## src/rtl/mult_div_unit_if.sv

```systemverilog
// rtl/mult_div_unit_if.sv - request/result bundle between the execute stage and the mult/div unit
//
// master: pipeline side (drives start/op/a/b/cancel, observes status and HI/LO write port)
// slave : mult_div_unit side
//   start     request, accepted only while ready
//   op        00 MULT, 01 MULTU, 10 DIV, 11 DIVU
//   a, b      rs / rt operands
//   cancel    abort the in-flight operation
//   ready     unit idle
//   busy      unit working (inverse of ready)
//   hi_data   high product / remainder
//   lo_data   low product / quotient
//   hi_write  one-cycle write pulse to HI
//   lo_write  one-cycle write pulse to LO (always equal to hi_write)

interface mult_div_unit_if;
    logic        start;
    logic [1:0]  op;
    logic [31:0] a;
    logic [31:0] b;
    logic        cancel;
    logic        ready;
    logic        busy;
    logic [31:0] hi_data;
    logic [31:0] lo_data;
    logic        hi_write;
    logic        lo_write;

    modport master (
        output start, op, a, b, cancel,
        input  ready, busy, hi_data, lo_data, hi_write, lo_write
    );

    modport slave (
        input  start, op, a, b, cancel,
        output ready, busy, hi_data, lo_data, hi_write, lo_write
    );
endinterface

```

## src/rtl/mult_div_unit.sv

```systemverilog
// rtl/mult_div_unit.sv - multi-cycle MIPS MULT/MULTU/DIV/DIVU unit driving the HI/LO write ports
//
// Parameters:
//   MUL_LATENCY  cycles spent in the MUL state (1..4)
// Ports:
//   clk     rising-edge clock
//   resetn  synchronous active-low reset
//   bus     mult_div_unit_if.slave (request, status and HI/LO write port)

module mult_div_unit #(
    parameter int MUL_LATENCY = 1
) (
    input  logic            clk,
    input  logic            resetn,
    mult_div_unit_if.slave  bus
);

    typedef enum logic [1:0] {
        IDLE = 2'd0,
        MUL  = 2'd1,
        DIV  = 2'd2,
        DONE = 2'd3
    } state_t;

    localparam logic [4:0] MUL_LAST = 5'(MUL_LATENCY - 1);
    localparam logic [4:0] DIV_LAST = 5'd31;

    state_t      state;
    state_t      state_next;
    logic [4:0]  cnt;

    // For a multiply these hold the raw operands; for a divide a_q is the
    // dividend magnitude that shifts out MSB-first while quotient bits shift in,
    // and b_q is the divisor magnitude.
    logic [31:0] a_q;
    logic [31:0] b_q;
    logic [31:0] rem_q;
    logic        mul_unsigned;
    logic        neg_quo;
    logic        neg_rem;
    logic [31:0] hi_q;
    logic [31:0] lo_q;

    logic        accept;
    logic        signed_div;
    logic [31:0] abs_a;
    logic [31:0] abs_b;
    logic        mul_fin;
    logic        div_fin;

    // Multiply datapath: sign- or zero-extend to 64 bits; the low 64 bits of the
    // product of extended values are the exact signed/unsigned result.
    logic [63:0] mul_ext_a;
    logic [63:0] mul_ext_b;
    logic [63:0] mul_prod;

    // Restoring divide step
    logic [32:0] div_shift;
    logic [32:0] div_diff;
    logic        div_ge;
    logic [31:0] div_rem_nx;
    logic [31:0] div_quo_nx;

    assign accept     = (state == IDLE) && bus.start && !bus.cancel;
    assign signed_div = (bus.op == 2'b10);
    assign abs_a      = (signed_div && bus.a[31]) ? (32'd0 - bus.a) : bus.a;
    assign abs_b      = (signed_div && bus.b[31]) ? (32'd0 - bus.b) : bus.b;

    assign mul_ext_a  = {{32{a_q[31] & ~mul_unsigned}}, a_q};
    assign mul_ext_b  = {{32{b_q[31] & ~mul_unsigned}}, b_q};
    assign mul_prod   = mul_ext_a * mul_ext_b;

    assign div_shift  = {rem_q, a_q[31]};
    assign div_diff   = div_shift - {1'b0, b_q};
    assign div_ge     = (div_shift >= {1'b0, b_q});
    assign div_rem_nx = div_ge ? div_diff[31:0] : div_shift[31:0];
    assign div_quo_nx = {a_q[30:0], div_ge};

    assign mul_fin    = (state == MUL) && !bus.cancel && (cnt == MUL_LAST);
    assign div_fin    = (state == DIV) && !bus.cancel && (cnt == DIV_LAST);

    always_ff @(posedge clk) begin
        if (!resetn) begin
            state <= IDLE;
            cnt   <= 5'd0;
        end else begin
            state <= state_next;
            if ((state == MUL || state == DIV) && state_next == state)
                cnt <= cnt + 5'd1;
            else
                cnt <= 5'd0;
        end
    end

    always_comb begin
        state_next = state;
        case (state)
            IDLE: if (accept) state_next = bus.op[1] ? DIV : MUL;
            MUL: begin
                if (bus.cancel)           state_next = IDLE;
                else if (cnt == MUL_LAST) state_next = DONE;
            end
            DIV: begin
                if (bus.cancel)           state_next = IDLE;
                else if (cnt == DIV_LAST) state_next = DONE;
            end
            DONE:    state_next = IDLE;
            default: state_next = IDLE;
        endcase
    end

    always_ff @(posedge clk) begin
        if (!resetn) begin
            a_q          <= 32'd0;
            b_q          <= 32'd0;
            rem_q        <= 32'd0;
            mul_unsigned <= 1'b0;
            neg_quo      <= 1'b0;
            neg_rem      <= 1'b0;
            hi_q         <= 32'd0;
            lo_q         <= 32'd0;
        end else begin
            if (accept) begin
                rem_q        <= 32'd0;
                mul_unsigned <= bus.op[0];
                if (bus.op[1]) begin
                    a_q <= abs_a;
                    b_q <= abs_b;
                end else begin
                    a_q <= bus.a;
                    b_q <= bus.b;
                end
                // A zero divisor must leave the all-ones quotient untouched; the
                // remainder then equals |a| and the sign fixup restores the original a.
                neg_quo <= signed_div && (bus.a[31] ^ bus.b[31]) && (bus.b != 32'd0);
                neg_rem <= signed_div && bus.a[31];
            end else if (state == DIV) begin
                a_q   <= div_quo_nx;
                rem_q <= div_rem_nx;
            end

            if (mul_fin) begin
                hi_q <= mul_prod[63:32];
                lo_q <= mul_prod[31:0];
            end else if (div_fin) begin
                hi_q <= neg_rem ? (32'd0 - div_rem_nx) : div_rem_nx;
                lo_q <= neg_quo ? (32'd0 - div_quo_nx) : div_quo_nx;
            end
        end
    end

    assign bus.ready    = (state == IDLE);
    assign bus.busy     = (state != IDLE);
    assign bus.hi_write = (state == DONE);
    assign bus.lo_write = (state == DONE);
    assign bus.hi_data  = hi_q;
    assign bus.lo_data  = lo_q;

endmodule
```

## src/flat_wrapper.sv

```systemverilog
// flat-port wrapper written by rule: the top's interface ports become plain ports
module mult_div_unit_flat 
#(
    parameter int MUL_LATENCY = 1
)
  (clk, resetn, bus_start, bus_op, bus_a, bus_b, bus_cancel, bus_ready, bus_busy, bus_hi_data, bus_lo_data, bus_hi_write, bus_lo_write);
  mult_div_unit_if bus_i ();
  input  logic clk;
  input  logic resetn;
  input wire logic [$bits(bus_i.start)-1:0] bus_start;
  input wire logic [$bits(bus_i.op)-1:0] bus_op;
  input wire logic [$bits(bus_i.a)-1:0] bus_a;
  input wire logic [$bits(bus_i.b)-1:0] bus_b;
  input wire logic [$bits(bus_i.cancel)-1:0] bus_cancel;
  output wire logic [$bits(bus_i.ready)-1:0] bus_ready;
  output wire logic [$bits(bus_i.busy)-1:0] bus_busy;
  output wire logic [$bits(bus_i.hi_data)-1:0] bus_hi_data;
  output wire logic [$bits(bus_i.lo_data)-1:0] bus_lo_data;
  output wire logic [$bits(bus_i.hi_write)-1:0] bus_hi_write;
  output wire logic [$bits(bus_i.lo_write)-1:0] bus_lo_write;
  assign bus_i.start = bus_start;
  assign bus_i.op = bus_op;
  assign bus_i.a = bus_a;
  assign bus_i.b = bus_b;
  assign bus_i.cancel = bus_cancel;
  assign bus_ready = bus_i.ready;
  assign bus_busy = bus_i.busy;
  assign bus_hi_data = bus_i.hi_data;
  assign bus_lo_data = bus_i.lo_data;
  assign bus_hi_write = bus_i.hi_write;
  assign bus_lo_write = bus_i.lo_write;
  mult_div_unit #(.MUL_LATENCY(MUL_LATENCY)) u_core (.clk(clk), .resetn(resetn), .bus(bus_i));
endmodule
```

## config.mk

```make
export PLATFORM = sky130hd
export DESIGN_NAME = mult_div_unit_flat
export DESIGN_NICKNAME = d
export VERILOG_FILES = /design/src/rtl/mult_div_unit_if.sv /design/src/rtl/mult_div_unit.sv /design/src/flat_wrapper.sv
export SDC_FILE = /design/constraint.sdc
export NUM_CORES = 2
export LEC_CHECK = 0
export BUFFER_PORTS_ARGS = -buffer_cell sky130_fd_sc_hd__buf_4
export CORE_ASPECT_RATIO = 0.9
export CORE_UTILIZATION = 70
export DETAILED_ROUTE_END_ITERATION = 6
export MAX_ROUTING_LAYER = met4
export PLACE_DENSITY_LB_ADDON = 0.15
export SLEW_MARGIN = 20
export SYNTH_ARGS = -nofsm -noshare
export SYNTH_HDL_FRONTEND = slang
export SYNTH_SLANG_ARGS = --single-unit
```

## constraint.sdc

```tcl
create_clock -name clk -period 22.5 [get_ports clk]
set_clock_uncertainty 0.1 [all_clocks]
set_input_delay 0 -clock clk [delete_from_list [all_inputs] [get_ports clk]]
set_output_delay 0 -clock clk [all_outputs]
set_load 0.01 [all_outputs]
```

==> impl_metrics.yaml <==
critical_path:
  rrSetupSlack_ns: 12.74
  crit_path_start_kind: "flip-flop"
  slowest_delay_ns: 0.87
  timing.rr.end: "u_core.bus.hi_data[30]"
  cpMaxStageDelayCell: "fa_1"
  crit_fanout: 31
  r2r_cells: 28
  worstPathRequired_ns: 22.82
  crit_type: "flip-flop to flip-flop"
  worstPathArrival_ns: 10.08
  r2r-start: "u_core.a_q[31]"
  end_kind: "flip-flop"
cells_and_area:
  drive_gt1_frac: 0.0525
  layout_commonest_cell: "inv_1"
  mostFrequentLayoutCells: "inv_1 (1183), fa_1 (1126), nand2_1 (852)"
  nets: 7290
  area_growth_pct: 5.92
pwr:
  pwr-share-clk: 0.067
  switching_share: 0.596
  power.switching_mw: 2.91
  comb_power_share: 0.846
  seqPwrFrac: 0.087
  powerDensity_mw_per_mm2: 91.1
  power.leakage_nw: 25.5
  vdd_drop_max_mv: 0.151
  power.internal_mw: 1.97
clock_tree:
  htree_levels: 4
  clock-root-buffer: "clkbuf_16"
  cts_tree: "built"
  cts.sinks: 170
  numCtsBuffers: 17
  cts_setup_buffers: 0
  clock_latency_ns: 0.49
  clk_pin_slew_ns: 0.08
  clockBufferDepth: 2
  cts_resized: 0
min_path:
  whs_path_depth: 5
  min_from: "bus_b[17]"
  hold_end: "u_core.b_q[20]"
  min_path_type: "input port to flip-flop"
synth:
  yosysSeqAreaShare: 0.0673
  yosys.area.top_type_share: 0.446
  ys_top_cells_by_area: "fa_1 (45%), inv_1 (8.8%), dfxtp_1 (6.7%), ha_1 (6.3%), nand2_1 (6.3%)"
  yosys.area.top_type: "fa_1"
  synth_edf_count: 0
  syn_nets: 7327
  synth.cell_area_mm2: 0.0506
  synth_cell_types: 93
  ys_seq_elements: 170
  synthCells: 5875
  synth.avg_cell_area_um2: 8.61
  synthFlopType: "dfxtp_1"
  synth_warnings: 0
  async_reset_ff_frac: 0
route:
  vias_per_cell: 6.26
  avgRoutedWirePerCell_um: 23.8
  drt_iter0_drc: 4389
  antenna_left: 0
  drc: 2
  wl_um: 162000
  first_pass_iters: 7
  num_vias: 42600
die:
  ioPinCount: 138
  rows: 93
  fp.dieH_um: 257
  die_area_mm2: 0.0733
  start_util: 0.707
  die_w_um: 285
  core-area_mm2: 0.0716
timing:
  hold_viol: 0
  fmax_mhz: 102
  rsz0062_at_grt: "no"
  holdWs_ns: 0.0808
  fin_crit_ns: 9.76
  tns_ns: 0
  period_share: 0.434
  final_max_slew_viol_count: 0
  slew_headroom: 0.177
  worst_pin_slew_ns: 1.23
  finalSetupViolCount: 0
global_route:
  gr-usage-all-layers: 0.471
  grt_pass1_vias: 44800
  overflow: 0
  grt_pass1_wl_um: 253000
  antenna_found_initial: 8
  grt_start_max_net_pins: 91
placement:
  place_congestion: 0.997
  post-dp-hpwl_um: 123000
  portBuffers: 137
job:
  drv_cap: 0
run_status:
  outcome: "finished, violations left"
  violations: "DRC"
## cell families (layout without fill, tap and decap cells)
logic type                 after synthesis  after routing  share of synthesized area
and+or+nand+nor                       1819           1819                      0.167
buffers and inverters                 1549           1525                      0.116
adders and majority gates             1382           1382                      0.509
AOI/OAI and AO/OA                      694            694                     0.0936
xor gates and xnor gates               193            193                     0.0334
DFF                                    170            170                     0.0673
muxes                                   68             68                     0.0139
other                                    0              9                          0
## synth_stat cells, drive strengths merged (11+ instances only)
| library cell | instances |
|---|---|
| o211ai | 21 |
| or2 | 13 |
| o21bai | 17 |
| clkbuf | 306 |
| fa | 1126 |
| xnor2 | 97 |
| xor2 | 96 |
| dfxtp | 170 |
| and4 | 13 |
| nand2 | 852 |
| nor2b | 20 |
| and2 | 337 |
| o31ai | 29 |
| a311oi | 23 |
| a21oi | 183 |
| o21ai | 107 |
| nand3 | 38 |
| buf | 57 |
| a21o | 44 |
| a221oi | 11 |
| or3 | 25 |
| and3 | 21 |
| or4 | 12 |
| nor2 | 322 |
| ha | 256 |
| o21a | 17 |
| nor4 | 19 |
| nand2b | 20 |
| a211o | 16 |
| a31oi | 26 |
| a211oi | 121 |
| inv | 1185 |
| nand4 | 24 |
| nor3 | 69 |
| mux2i | 62 |
## worst max path at each step
stage                        start                      to  slack [ns]  depth (start not counted)
floorplan           u_core.a_q[14]  u_core.bus.hi_data[28]       14.33                         29
global placement    u_core.a_q[31]  u_core.bus.hi_data[26]       13.19                         29
detailed placement  u_core.a_q[31]  u_core.bus.hi_data[26]       12.98                         29
CTS                 u_core.a_q[31]  u_core.bus.hi_data[26]       12.93                         29
global route        u_core.a_q[31]  u_core.bus.hi_data[30]       12.28                         28
finish              u_core.a_q[31]  u_core.bus.hi_data[30]       12.74                         28
## metrics by stage
step	setup slack, ns	cells	total power, mW	util	area, um^2
after global routing	12.28	6809	5.23	0.748	53600
after detailed placement	12.98	6681	4.42	0.727	52000
after floorplan	14.33	5875	3.24	-	50600
after CTS	12.93	6801	4.78	0.748	53500
final	12.74	6810	4.88	0.749	53600
after global placement	13.19	6681	4.37	0.727	52000
## worst max-delay path, delay by kind of cell, from the launching register on
kind                       cells  cell delay, ns
AOI/OAI and AO/OA              4            1.29
buffers and inverters          9            1.34
DFF                            1            0.34
and+or+nand+nor                6            1.92
adders and majority gates      9            4.70
## sequential cells by signal (all words and copies together) (netlist names)
name,count
u_core.a_q,32
u_core.b_q,32
u_core.bus.hi_data,32
u_core.bus.lo_data,32
u_core.cnt,5
u_core.mul_unsigned,1
u_core.neg_quo,1
u_core.neg_rem,1
u_core.rem_q,32
u_core.state,2
## layout make-up
| type | count | area (um^2) |
|---|---|---|
| Inverter | 1186 | 4450 |
| Timing Repair Buffer | 307 | 2520 |
| Fill cell | 5321 | 18000 |
| Clock buffer | 17 | 425 |
| Tap cell | 950 | 1190 |
| Antenna cell | 9 | 22.5 |
| Multi-Input combinational cell | 4156 | 41300 |
| Clock inverter | 15 | 194 |
| Sequential cell | 170 | 3410 |
## routing by layer
| layer | GRT usage | vias up | part of all wire |
|---|---|---|---|
| li1 | - | 17900 | - |
| met1 | 0.566 | 21200 | 0.35 |
| met2 | 0.721 | 2771 | 0.46 |
| met3 | 0.101 | 787 | 0.11 |
| met4 | 0.309 | 0 | 0.082 |
| met5 | - | - | 0 |
## timing repair
item                                    in CTS  in global routing
endpoints found under the hold margin       77                  0
endpoints found under the setup margin       0                  0
hold buffers                                88                  0
## power groups by stage
stage	logic, mW	registers, mW	clock network, mW
4_1_cts	4.04	0.419	0.328
2_1_floorplan	2.82	0.412	0
3_5_place_dp	4.00	0.426	0
5_1_grt	4.47	0.427	0.338
6_report	4.13	0.424	0.329
3_3_place_gp	3.94	0.424	0
Note: power is estimated with default switching activity, not from simulation.
